$ cat src/rtl/key_pkg.sv
// rtl/key_pkg.sv - shared event/state types and key index constants for key_event_ctrl
package key_pkg;

  typedef enum logic [1:0] {
    EV_PRESS   = 2'd0,
    EV_LONG    = 2'd1,
    EV_RELEASE = 2'd2,
    EV_REPEAT  = 2'd3
  } ev_type_e;

  typedef enum logic [2:0] {
    ST_IDLE      = 3'd0,
    ST_PRESS_DB  = 3'd1,
    ST_HELD      = 3'd2,
    ST_LONG_HELD = 3'd3,
    ST_REL_DB    = 3'd4
  } key_state_e;

  localparam int KEY_UP    = 0;
  localparam int KEY_DOWN  = 1;
  localparam int KEY_LEFT  = 2;
  localparam int KEY_RIGHT = 3;
  localparam int KEY_OK    = 4;

endpackage

$ cat src/rtl/key_fsm.sv
// rtl/key_fsm.sv - per-key synchroniser, tick-driven debounce FSM and event post strobe
// REPEAT events are generated only when KEY_REPEAT_EN is defined.
import key_pkg::*;

module key_fsm #(
  parameter int STABLE_TICKS = 20,
  parameter int LONG_TICKS   = 1000,
  parameter int REPEAT_TICKS = 200
) (
  input  logic     i_clk,
  input  logic     i_rst,
  input  logic     i_enable,
  input  logic     i_tick,
  input  logic     i_key_raw,
  output logic     o_level,
  output logic     o_post,
  output ev_type_e o_post_type
);

  localparam int CW = $clog2(LONG_TICKS + 1);

  logic [1:0]  r_sync;
  key_state_e  r_state, w_state_nxt;
  logic [CW-1:0] r_cnt, w_cnt_nxt, w_cnt_inc;
  logic        r_long, w_long_nxt;
  logic        r_level, w_level_nxt;
  logic        w_sample;

  assign w_sample  = r_sync[1];
  assign w_cnt_inc = (r_cnt == CW'(LONG_TICKS)) ? r_cnt : r_cnt + 1'b1;
  assign o_level   = r_level;

  always_ff @(posedge i_clk or posedge i_rst) begin
    if (i_rst) begin
      r_sync  <= 2'b00;
      r_state <= ST_IDLE;
      r_cnt   <= '0;
      r_long  <= 1'b0;
      r_level <= 1'b0;
    end else begin
      r_sync  <= {r_sync[0], i_key_raw};
      r_state <= w_state_nxt;
      r_cnt   <= w_cnt_nxt;
      r_long  <= w_long_nxt;
      r_level <= w_level_nxt;
    end
  end

  always_comb begin
    w_state_nxt = r_state;
    w_cnt_nxt   = r_cnt;
    w_long_nxt  = r_long;
    w_level_nxt = r_level;
    o_post      = 1'b0;
    o_post_type = EV_PRESS;
    if (!i_enable) begin
      w_state_nxt = ST_IDLE;
      w_cnt_nxt   = '0;
      w_long_nxt  = 1'b0;
      w_level_nxt = 1'b0;
    end else if (i_tick) begin
      case (r_state)
        ST_IDLE: begin
          if (w_sample) begin
            w_state_nxt = ST_PRESS_DB;
            w_cnt_nxt   = CW'(1);
          end
        end
        ST_PRESS_DB: begin
          if (!w_sample) begin
            w_state_nxt = ST_IDLE;
            w_cnt_nxt   = '0;
          end else if (r_cnt == CW'(STABLE_TICKS)) begin
            w_state_nxt = ST_HELD;
            w_level_nxt = 1'b1;
            w_long_nxt  = 1'b0;
            w_cnt_nxt   = '0;
            o_post      = 1'b1;
            o_post_type = EV_PRESS;
          end else begin
            w_cnt_nxt = w_cnt_inc;
          end
        end
        ST_HELD: begin
          if (!w_sample) begin
            w_state_nxt = ST_REL_DB;
            w_cnt_nxt   = CW'(1);
          end else if (r_cnt == CW'(LONG_TICKS)) begin
            w_state_nxt = ST_LONG_HELD;
            w_long_nxt  = 1'b1;
            w_cnt_nxt   = '0;
            o_post      = 1'b1;
            o_post_type = EV_LONG;
          end else begin
            w_cnt_nxt = w_cnt_inc;
          end
        end
        ST_LONG_HELD: begin
          if (!w_sample) begin
            w_state_nxt = ST_REL_DB;
            w_cnt_nxt   = CW'(1);
`ifdef KEY_REPEAT_EN
          end else if (r_cnt == CW'(REPEAT_TICKS)) begin
            w_cnt_nxt   = '0;
            o_post      = 1'b1;
            o_post_type = EV_REPEAT;
`endif
          end else begin
            w_cnt_nxt = w_cnt_inc;
          end
        end
        ST_REL_DB: begin
          // a bounce back high resumes whichever held state we came from
          if (w_sample) begin
            w_state_nxt = r_long ? ST_LONG_HELD : ST_HELD;
            w_cnt_nxt   = '0;
          end else if (r_cnt == CW'(STABLE_TICKS)) begin
            w_state_nxt = ST_IDLE;
            w_level_nxt = 1'b0;
            w_long_nxt  = 1'b0;
            w_cnt_nxt   = '0;
            o_post      = 1'b1;
            o_post_type = EV_RELEASE;
          end else begin
            w_cnt_nxt = w_cnt_inc;
          end
        end
        default: begin
          w_state_nxt = ST_IDLE;
          w_cnt_nxt   = '0;
        end
      endcase
    end
  end

endmodule

$ cat src/rtl/key_event_ctrl.sv
// rtl/key_event_ctrl.sv - key debouncing, per-key pending slots and round-robin event stream
// Optional REPEAT events are enabled by defining KEY_REPEAT_EN.
import key_pkg::*;

module key_event_ctrl #(
  parameter int N_KEYS       = 5,
  parameter int TICK_DIV     = 50000,
  parameter int STABLE_TICKS = 20,
  parameter int LONG_TICKS   = 1000,
  parameter int REPEAT_TICKS = 200,
  localparam int KW = (N_KEYS > 1) ? $clog2(N_KEYS) : 1
) (
  input  logic              i_clk,
  input  logic              i_rst,
  input  logic [N_KEYS-1:0] i_keys_raw,
  input  logic              i_enable,
  output logic              o_ev_valid,
  input  logic              i_ev_ready,
  output logic [KW-1:0]     o_ev_key,
  output logic [1:0]        o_ev_type,
  output logic [N_KEYS-1:0] o_keys_state,
  output logic              o_ev_overflow
);

  localparam int TW = $clog2(TICK_DIV);

  if (TICK_DIV < 2 || STABLE_TICKS < 1 || LONG_TICKS <= STABLE_TICKS || REPEAT_TICKS < 1) begin : g_bad_params
    $error("key_event_ctrl: illegal parameter combination");
  end

  logic [TW-1:0]     r_tick_cnt;
  logic              w_tick;
  logic [N_KEYS-1:0] w_post;
  ev_type_e          w_post_type [N_KEYS];
  logic [N_KEYS-1:0] w_level;

  logic [N_KEYS-1:0] r_pend;
  ev_type_e          r_pend_type [N_KEYS];
  logic              r_overflow;

  logic              r_ev_valid;
  logic [KW-1:0]     r_ev_key;
  ev_type_e          r_ev_type;
  logic [KW-1:0]     r_last;

  logic              w_found, w_load, w_grant;
  logic [KW-1:0]     w_win;
  ev_type_e          w_win_type;
  int                w_idx;

  assign w_tick = (r_tick_cnt == TW'(TICK_DIV - 1));

  always_ff @(posedge i_clk or posedge i_rst) begin
    if (i_rst) r_tick_cnt <= '0;
    else if (w_tick) r_tick_cnt <= '0;
    else r_tick_cnt <= r_tick_cnt + 1'b1;
  end

  for (genvar g = 0; g < N_KEYS; g++) begin : g_key
    key_fsm #(
      .STABLE_TICKS(STABLE_TICKS),
      .LONG_TICKS  (LONG_TICKS),
      .REPEAT_TICKS(REPEAT_TICKS)
    ) u_key_fsm (
      .i_clk      (i_clk),
      .i_rst      (i_rst),
      .i_enable   (i_enable),
      .i_tick     (w_tick),
      .i_key_raw  (i_keys_raw[g]),
      .o_level    (w_level[g]),
      .o_post     (w_post[g]),
      .o_post_type(w_post_type[g])
    );
  end

  // search starts one past the last grant so every key gets a turn
  always_comb begin
    w_found    = 1'b0;
    w_win      = '0;
    w_win_type = EV_PRESS;
    w_idx      = 0;
    for (int k = 1; k <= N_KEYS; k++) begin
      w_idx = (int'(r_last) + k) % N_KEYS;
      if (!w_found && r_pend[w_idx]) begin
        w_found    = 1'b1;
        w_win      = KW'(w_idx);
        w_win_type = r_pend_type[w_idx];
      end
    end
  end

  assign w_load  = !r_ev_valid || i_ev_ready;
  assign w_grant = w_load && w_found && i_enable;

  always_ff @(posedge i_clk or posedge i_rst) begin
    if (i_rst) begin
      r_pend     <= '0;
      r_overflow <= 1'b0;
      for (int i = 0; i < N_KEYS; i++) r_pend_type[i] <= EV_PRESS;
    end else if (!i_enable) begin
      r_pend <= '0;
    end else begin
      for (int i = 0; i < N_KEYS; i++) begin
        // a post wins over the clearing grant, so it is never lost
        if (w_post[i]) begin
          r_pend[i]      <= 1'b1;
          r_pend_type[i] <= w_post_type[i];
          if (r_pend[i] && !(w_grant && w_win == KW'(i))) r_overflow <= 1'b1;
        end else if (w_grant && w_win == KW'(i)) begin
          r_pend[i] <= 1'b0;
        end
      end
    end
  end

  always_ff @(posedge i_clk or posedge i_rst) begin
    if (i_rst) begin
      r_ev_valid <= 1'b0;
      r_ev_key   <= '0;
      r_ev_type  <= EV_PRESS;
      r_last     <= '0;
    end else if (w_load) begin
      r_ev_valid <= w_grant;
      if (w_grant) begin
        r_ev_key  <= w_win;
        r_ev_type <= w_win_type;
        r_last    <= w_win;
      end
    end
  end

  assign o_ev_valid    = r_ev_valid;
  assign o_ev_key      = r_ev_key;
  assign o_ev_type     = r_ev_type;
  assign o_keys_state  = w_level;
  assign o_ev_overflow = r_overflow;

endmodule
$ cat config.mk
export PLATFORM = sky130hd
export DESIGN_NAME = key_event_ctrl
export DESIGN_NICKNAME = d
export VERILOG_FILES = /design/src/rtl/key_pkg.sv /design/src/rtl/key_fsm.sv /design/src/rtl/key_event_ctrl.sv
export SDC_FILE = /design/constraint.sdc
export NUM_CORES = 1
export LEC_CHECK = 0
export CELL_PAD_IN_SITES_DETAIL_PLACEMENT = 1
export CELL_PAD_IN_SITES_GLOBAL_PLACEMENT = 1
export CORE_ASPECT_RATIO = 1.4
export CORE_MARGIN = 8
export CORE_UTILIZATION = 50
export CTS_CLUSTER_SIZE = 25
export DETAILED_ROUTE_END_ITERATION = 8
export PLACE_DENSITY = 0.9
export SLEW_MARGIN = 25
export SYNTH_ARGS = -nofsm -noshare
export SYNTH_HDL_FRONTEND = slang
export SYNTH_SLANG_ARGS = --single-unit
$ cat constraint.sdc
create_clock -name i_clk -period 8.45 [get_ports i_clk]
set_input_delay 1.69 -clock i_clk [delete_from_list [all_inputs] [get_ports i_clk]]
set_output_delay 1.69 -clock i_clk [all_outputs]
set_load 0.02 [all_outputs]
# Yosys cells after proc, flatten, opt, wreduce, memory -nomap -nowiden
# Index checks and enable logic that the tools add are counted.
# W data, S select, Z words.
# totals
inputBits	9
register_bits	123
output_inout_bits	12
wordCells	564
# op_classes
n_eq_ne	106
n_bitwise	5
n_div	5
n_lt_le_gt_ge	10
addsub	11
mux	328
reduce_logical	59
# op_table
operator	n
$mux W10	50
$pmux W10 S5	5
$mux W3	55
$ge A32 B4 Y1 const B	5
$lt A32 B5 Y1 const B	5
$mod A32 B4 Y32 const B	5
$not A32 Y32	5
$mux W1	146
$ne A3 B2 Y1 const B	30
$reduce_and A6 Y1	15
$pmux W3 S5	5
$mux W2	35
$add A10 B1 Y10 const B	5
$eq A10 B10 Y1 const B	5
$eq A10 B5 Y1 const B	5
$ne A4 B4 Y1 const B	10
$eq A3 B2 Y1 const B	12
$bmux W2 S3	5
$ne A3 B1 Y1 const B	10
$ne A3 B3 Y1 const B	10
$pmux W1 S3	10
$reduce_and A2 Y1	11
$ne A4 B1 Y1 const B	5
$ne A4 B2 Y1 const B	5
17 further kinds	70

# Depth between registers and ports, before layout
# logic_depth
ltp_word	34
ltp_mapped	22
mapped_depth_nobuf	19

# Modules after synthesis
# From an unflattened synthesis, not the netlist that was laid out.
# unflattened
hier_cells	1160
area_unflattened_um2	10070.9
# by_module_without_submodules
mod	instances	cells_each	seq_area_each_um2	area_per_inst_um2
key_event_ctrl	1	471	950.9	4088.9
key_fsm at g_key[0].u_key_fsm ...	3	141	425.4	1204.9
key_fsm at g_key[1].u_key_fsm ...	2	133	425.4	1183.6

# Worst setup path after synthesis
# Ideal clock, no wire load.
# synth_path
path_type	register to register
start	register r_last[0]
end	register r_overflow (netlist: o_ev_overflow)
period_less_slack_ns	4.615
path_slack_ns	3.835
required_ns	8.317
arrival_ns	4.482
stages_incl_launch_ff	21
n_path_buf	4
setup_time_ns	0.133
path_cell_list	dfrtp_1 > buf_2 > inv_2 > buf_2 > ha_1 > buf_4 > xor2_2 > nand2_1 > ha_1 > or3b_1 > mux2_2 > a211oi_1 > a211oi_2 > a21oi_1 > nor3_1 > and2_1 > buf_6 > a21o_1 > o21a_1 > a221oi_2 > a31oi_1
# synth_via
elab_chain_len	34
elab_cells_between_ends	76
classes_between	add/sub (5); div (5); eq/ne (4); mux (36); reduce/logical (26)
# synth_lines
element	line	rtl
from (decl)	key_event_ctrl.sv:44	logic [KW-1:0] r_last;
from (signal assigned)	key_event_ctrl.sv:127	r_last <= w_win;
$add A3 B1 Y4	key_event_ctrl.sv:83	w_idx = (int'(r_last) + k) % N_KEYS;
$mod A32 B4 Y32	key_event_ctrl.sv:83	
$bmux W1 S3	key_event_ctrl.sv:84	if (!w_found && r_pend[w_idx]) begin
$mux W1 (not written as such) (2 in a row)	key_event_ctrl.sv:84	
$mux W1	key_event_ctrl.sv:84	
$logic_not A1 Y1	key_event_ctrl.sv:84	
$logic_and A1 B1 Y1	key_event_ctrl.sv:84	
$mux W1	key_event_ctrl.sv:84	
[... 17 more ...]	n/a	
$mux W1	key_event_ctrl.sv:108	if (r_pend[i] && !(w_grant && w_win == KW'(i))) r_overflow <= 1'b1;
$mux W1	key_event_ctrl.sv:105	if (w_post[i]) begin
$mux W1	key_event_ctrl.sv:108	
$mux W1	key_event_ctrl.sv:105	
$mux W1	key_event_ctrl.sv:108	
$mux W1	key_event_ctrl.sv:105	
$mux W1	key_event_ctrl.sv:108	
$mux W1 *	key_event_ctrl.sv:105	
to (signal assigned)	key_event_ctrl.sv:98	r_overflow <= 1'b0;
to (signal assigned)	key_event_ctrl.sv:108	
to (decl)	key_event_ctrl.sv:39	logic r_overflow;
# Every way passes the cells marked *; elsewhere a longest branch is shown, timed or not. The select of a mux whose other input is x is not followed.
# A chain may end at the register's enable or synchronous reset.

# Final worst setup path
# Ends and elaborated chain as after synthesis.

==> impl_metrics.toml <==
[place]
dpl_cell_area_um2 = 9660
place_congestion = 0.916
io_buffers = 20
dp.final_hpwl_um = 19400

[cells_and_area]
insertedDiodeCount = 0
area_growth_pct = 9.31
fin_area_um2 = 10200
fin_nets = 1176
drive_gt1_share_pct = 7.14

[routing]
drt_wl_total_um = 27900
met3_length_um = 805
wl_per_cell_um = 20.2
antenna_left = 0
viasPerCell = 6.48
met1_length_um = 11100
top_layer = "met4"
drcViolationCount = 0
vias = 8927
dr.pass1.iters = 5
wl_met2_um = 14900
drt_iter0_markers = 545

[floorplan]
ioPinCount = 21
die-area_um2 = 23400
initial_core_util_pct = 50.8
chipWidth_um = 132
die_height_um = 178
core_area_um2 = 18500
fp-row-count = 59

[clock_tree]
cts_buffer_depth = 2
numCtsBuffers = 17
hold_buffers = 0
cts_tree = "yes"
cts_root_buf = "clkbuf_16"
ctsResizeCount = 0
numClockSinks = 123
h-tree-depth = 4
post_cts_buffers = 0
clock_latency_ps = 430
clkTransAtPathRegs_ps = 60

[global_route]
antenna_found_initial = 0
overflow = 0
grt_pass1_wl_um = 47100
first_global_vias = 9365
grt_start_max_net_pins = 76
gr-usage-all-layers_pct = 24.2

[pwr]
powerDensity_nw_per_um2 = 286
p_leak_nw = 4.21
total_power_mw = 2.93
irDropWorstVdd_mv = 0.154

[yosys]
postSynthNetCount = 1186
synth_warnings = 0
synth_seq_cells = 123
synth_area_um2 = 9370
ys_async_sr_fraction_pct = 100
syn_avg_cell_area_um2 = 8.26
synth_ff_type = "dfrtp_1"
synth-edff-count = 0
yosysSeqAreaShare_pct = 32.8
synthCells = 1134
yosysUniqueCellTypes = 98

[sta]
fin_setup_tns_ps = 0
timing.fmax_mhz = 184
slew_headroom_pct = 34.4
setup_violations = 0
tightest_slew_ps = 977
final_max_slew_viol_count = 0
whs_ps = 349
hold_viol = 0
final.period_utilization_pct = 64.5
period_minus_slack_ps = 5450
rsz0062_at_grt = "false"
finClkSkew_ps = 11.9

[worst_setup_path]
cp_max_fo = 26
crit_required_ps = 8740
crit_path_end_kind = "flip-flop"
crit_path_start_kind = "flip-flop"
worstSetupPathType = "reg -> reg"
timing.rr.start = "r_last[0]"
arrival_ps = 5730
critPathLaunch = "r_last[0]"

[flow_run]
maxCapViolCount = 0

[worst_hold_path]
holdCritPathClass = "reg -> reg"
holdCritStartpoint = "g_key[3].u_key_fsm.r_sync[0]"

[run_status]
run_status = "finished clean"
==> placed cells by master, fill, tap and decap left out, types with 8 or more instances in the layout <==
cell type        count
o31ai_1             17
and3_1              28
o21ai_0             95
nor4_1               9
nand4_1             11
clkbuf_16           17
mux2i_1              9
xor2_1              15
nor3_1              28
inv_1               52
nand4b_1             9
nand2_1            130
o22ai_1             14
clkdlybuf4s50_1     20
dfrtp_1            123
or3_1               12
a22oi_1              8
mux4_2               8
a211oi_1            13
nand3_1             46
nand2b_1            21
a21oi_1             68
a31oi_1              8
xnor2_1             19
and2_1              13
a21o_1              10
nor2b_1             17
ha_1                42
nor2_1             102
==> routing by layer <==
layer	vias up	track usage, %
li1	4124	-
met2	188	44.4
met3	89	4.09
met5	-	0
met1	4526	26.5
met4	0	12.5
==> critical path, stage by stage (launching register included) <==
cell	delay [ps]
dfrtp_1	390
buf_4	240
ha_1	330
xnor2_2	500
inv_2	190
ha_1	250
nor2_1	200
a21oi_1	120
xnor2_1	450
ha_1	290
nand2b_1	70
a22o_2	300
xnor2_1	520
nand2_1	160
o22ai_2	220
nor2_1	160
a21oi_4	360
nand3_1	180
a221oi_2	260
a31oi_1	110
==> registers in the layout, summed over array words and instances (netlist names) <==
| register | cells |
|---|---|
| g_key.u_key_fsm.o_level | 5 |
| g_key.u_key_fsm.r_cnt | 50 |
| g_key.u_key_fsm.r_long | 5 |
| g_key.u_key_fsm.r_state | 15 |
| g_key.u_key_fsm.r_sync | 10 |
| o_ev_overflow | 1 |
| o_ev_type | 2 |
| o_ev_valid | 1 |
| r_last | 3 |
| r_pend | 5 |
| r_pend_type | 10 |
| r_tick_cnt | 16 |
==> per-stage QoR <==
step	setup slack (ps)	instances	util, %
CTS	3120	1378	55.4
global route	2590	1378	55.5
finish	3000	1378	55.5
floorplan	3490	1134	-
detailed placement	3210	1349	52.4
global placement	3470	1349	52.4
==> kinds of logic after synthesis <==
kind of cell             count (synthesis)  synth area share (%)
XOR/XNOR                                36                  3.52
AO/OA/AOI/OAI                          331                  23.8
flip-flops                             123                  32.8
AND/OR/NAND/NOR                        463                  24.9
multiplexers                            24                  3.85
adder cells (fa/ha/maj)                 44                  5.93
buffers and inverters                  113                  5.17
==> worst paths after layout <==
kind | endpoint | depth (start not counted) | slack, ps
setup / recovery | o_ev_overflow | 19 | 3000
hold / removal | g_key[3].u_key_fsm.r_sync[1] | 0 | 350
setup reg to reg | o_ev_overflow | 19 | 3000
hold reg to reg | g_key[3].u_key_fsm.r_sync[1] | 0 | 350
max in group asynchronous | g_key[4].u_key_fsm.r_cnt[0] | 3 | 5600
min in group asynchronous | g_key[1].u_key_fsm.r_cnt[4] | 2 | 1710
==> power breakdown <==
part           total, mW  internal, mW  switching, mW
clock              0.716         0.452          0.264
combinational       1.51         0.543          0.966
sequential         0.707         0.624         0.0837
==> cells in the mapped netlist (5+ instances only) <==
| master | instances | area share (%) |
|---|---|---|
| a21oi_1 | 69 | 3.7 |
| nor2_1 | 102 | 4.1 |
| a21o_1 | 10 | 0.80 |
| o31ai_1 | 17 | 1.4 |
| mux4_2 | 8 | 1.9 |
| and3_1 | 28 | 1.9 |
| nor3b_1 | 7 | 0.56 |
| and2_1 | 13 | 0.87 |
| o21ai_1 | 6 | 0.32 |
| a31oi_1 | 8 | 0.53 |
| a21boi_0 | 6 | 0.48 |
| o211ai_1 | 7 | 0.56 |
| buf_2 | 9 | 0.48 |
| buf_4 | 7 | 0.56 |
| nand2b_1 | 21 | 1.4 |
| dfrtp_1 | 123 | 33 |
| o32ai_1 | 5 | 0.47 |
| nor2b_1 | 17 | 1.1 |
| and4_1 | 7 | 0.65 |
| nand4_1 | 11 | 0.73 |
| clkbuf_1 | 36 | 1.4 |
| o21ai_0 | 96 | 5.1 |
| ha_1 | 42 | 5.6 |
| a22oi_1 | 8 | 0.64 |
| xnor2_1 | 19 | 1.8 |
| nor4_1 | 10 | 0.67 |
| nor3_1 | 28 | 1.5 |
| nand2_1 | 130 | 5.2 |
| inv_1 | 53 | 2.1 |
| a211oi_1 | 13 | 1.0 |
| nand3_1 | 46 | 2.5 |
| o22ai_1 | 14 | 0.93 |
| xor2_1 | 15 | 1.4 |
| nand4b_1 | 9 | 0.84 |
| mux2i_1 | 9 | 0.96 |
| or3_1 | 12 | 0.80 |
==> layout make-up <==
type	instances	area, µm²
inverter	57	216
multi-input combinational	898	5820
clock inverter	6	90.1
fill	2221	8210
clock buffer	23	478
timing repair buffer	27	256
tap	244	305
sequential	123	3080
Note: power is estimated with default switching activity, not from simulation.
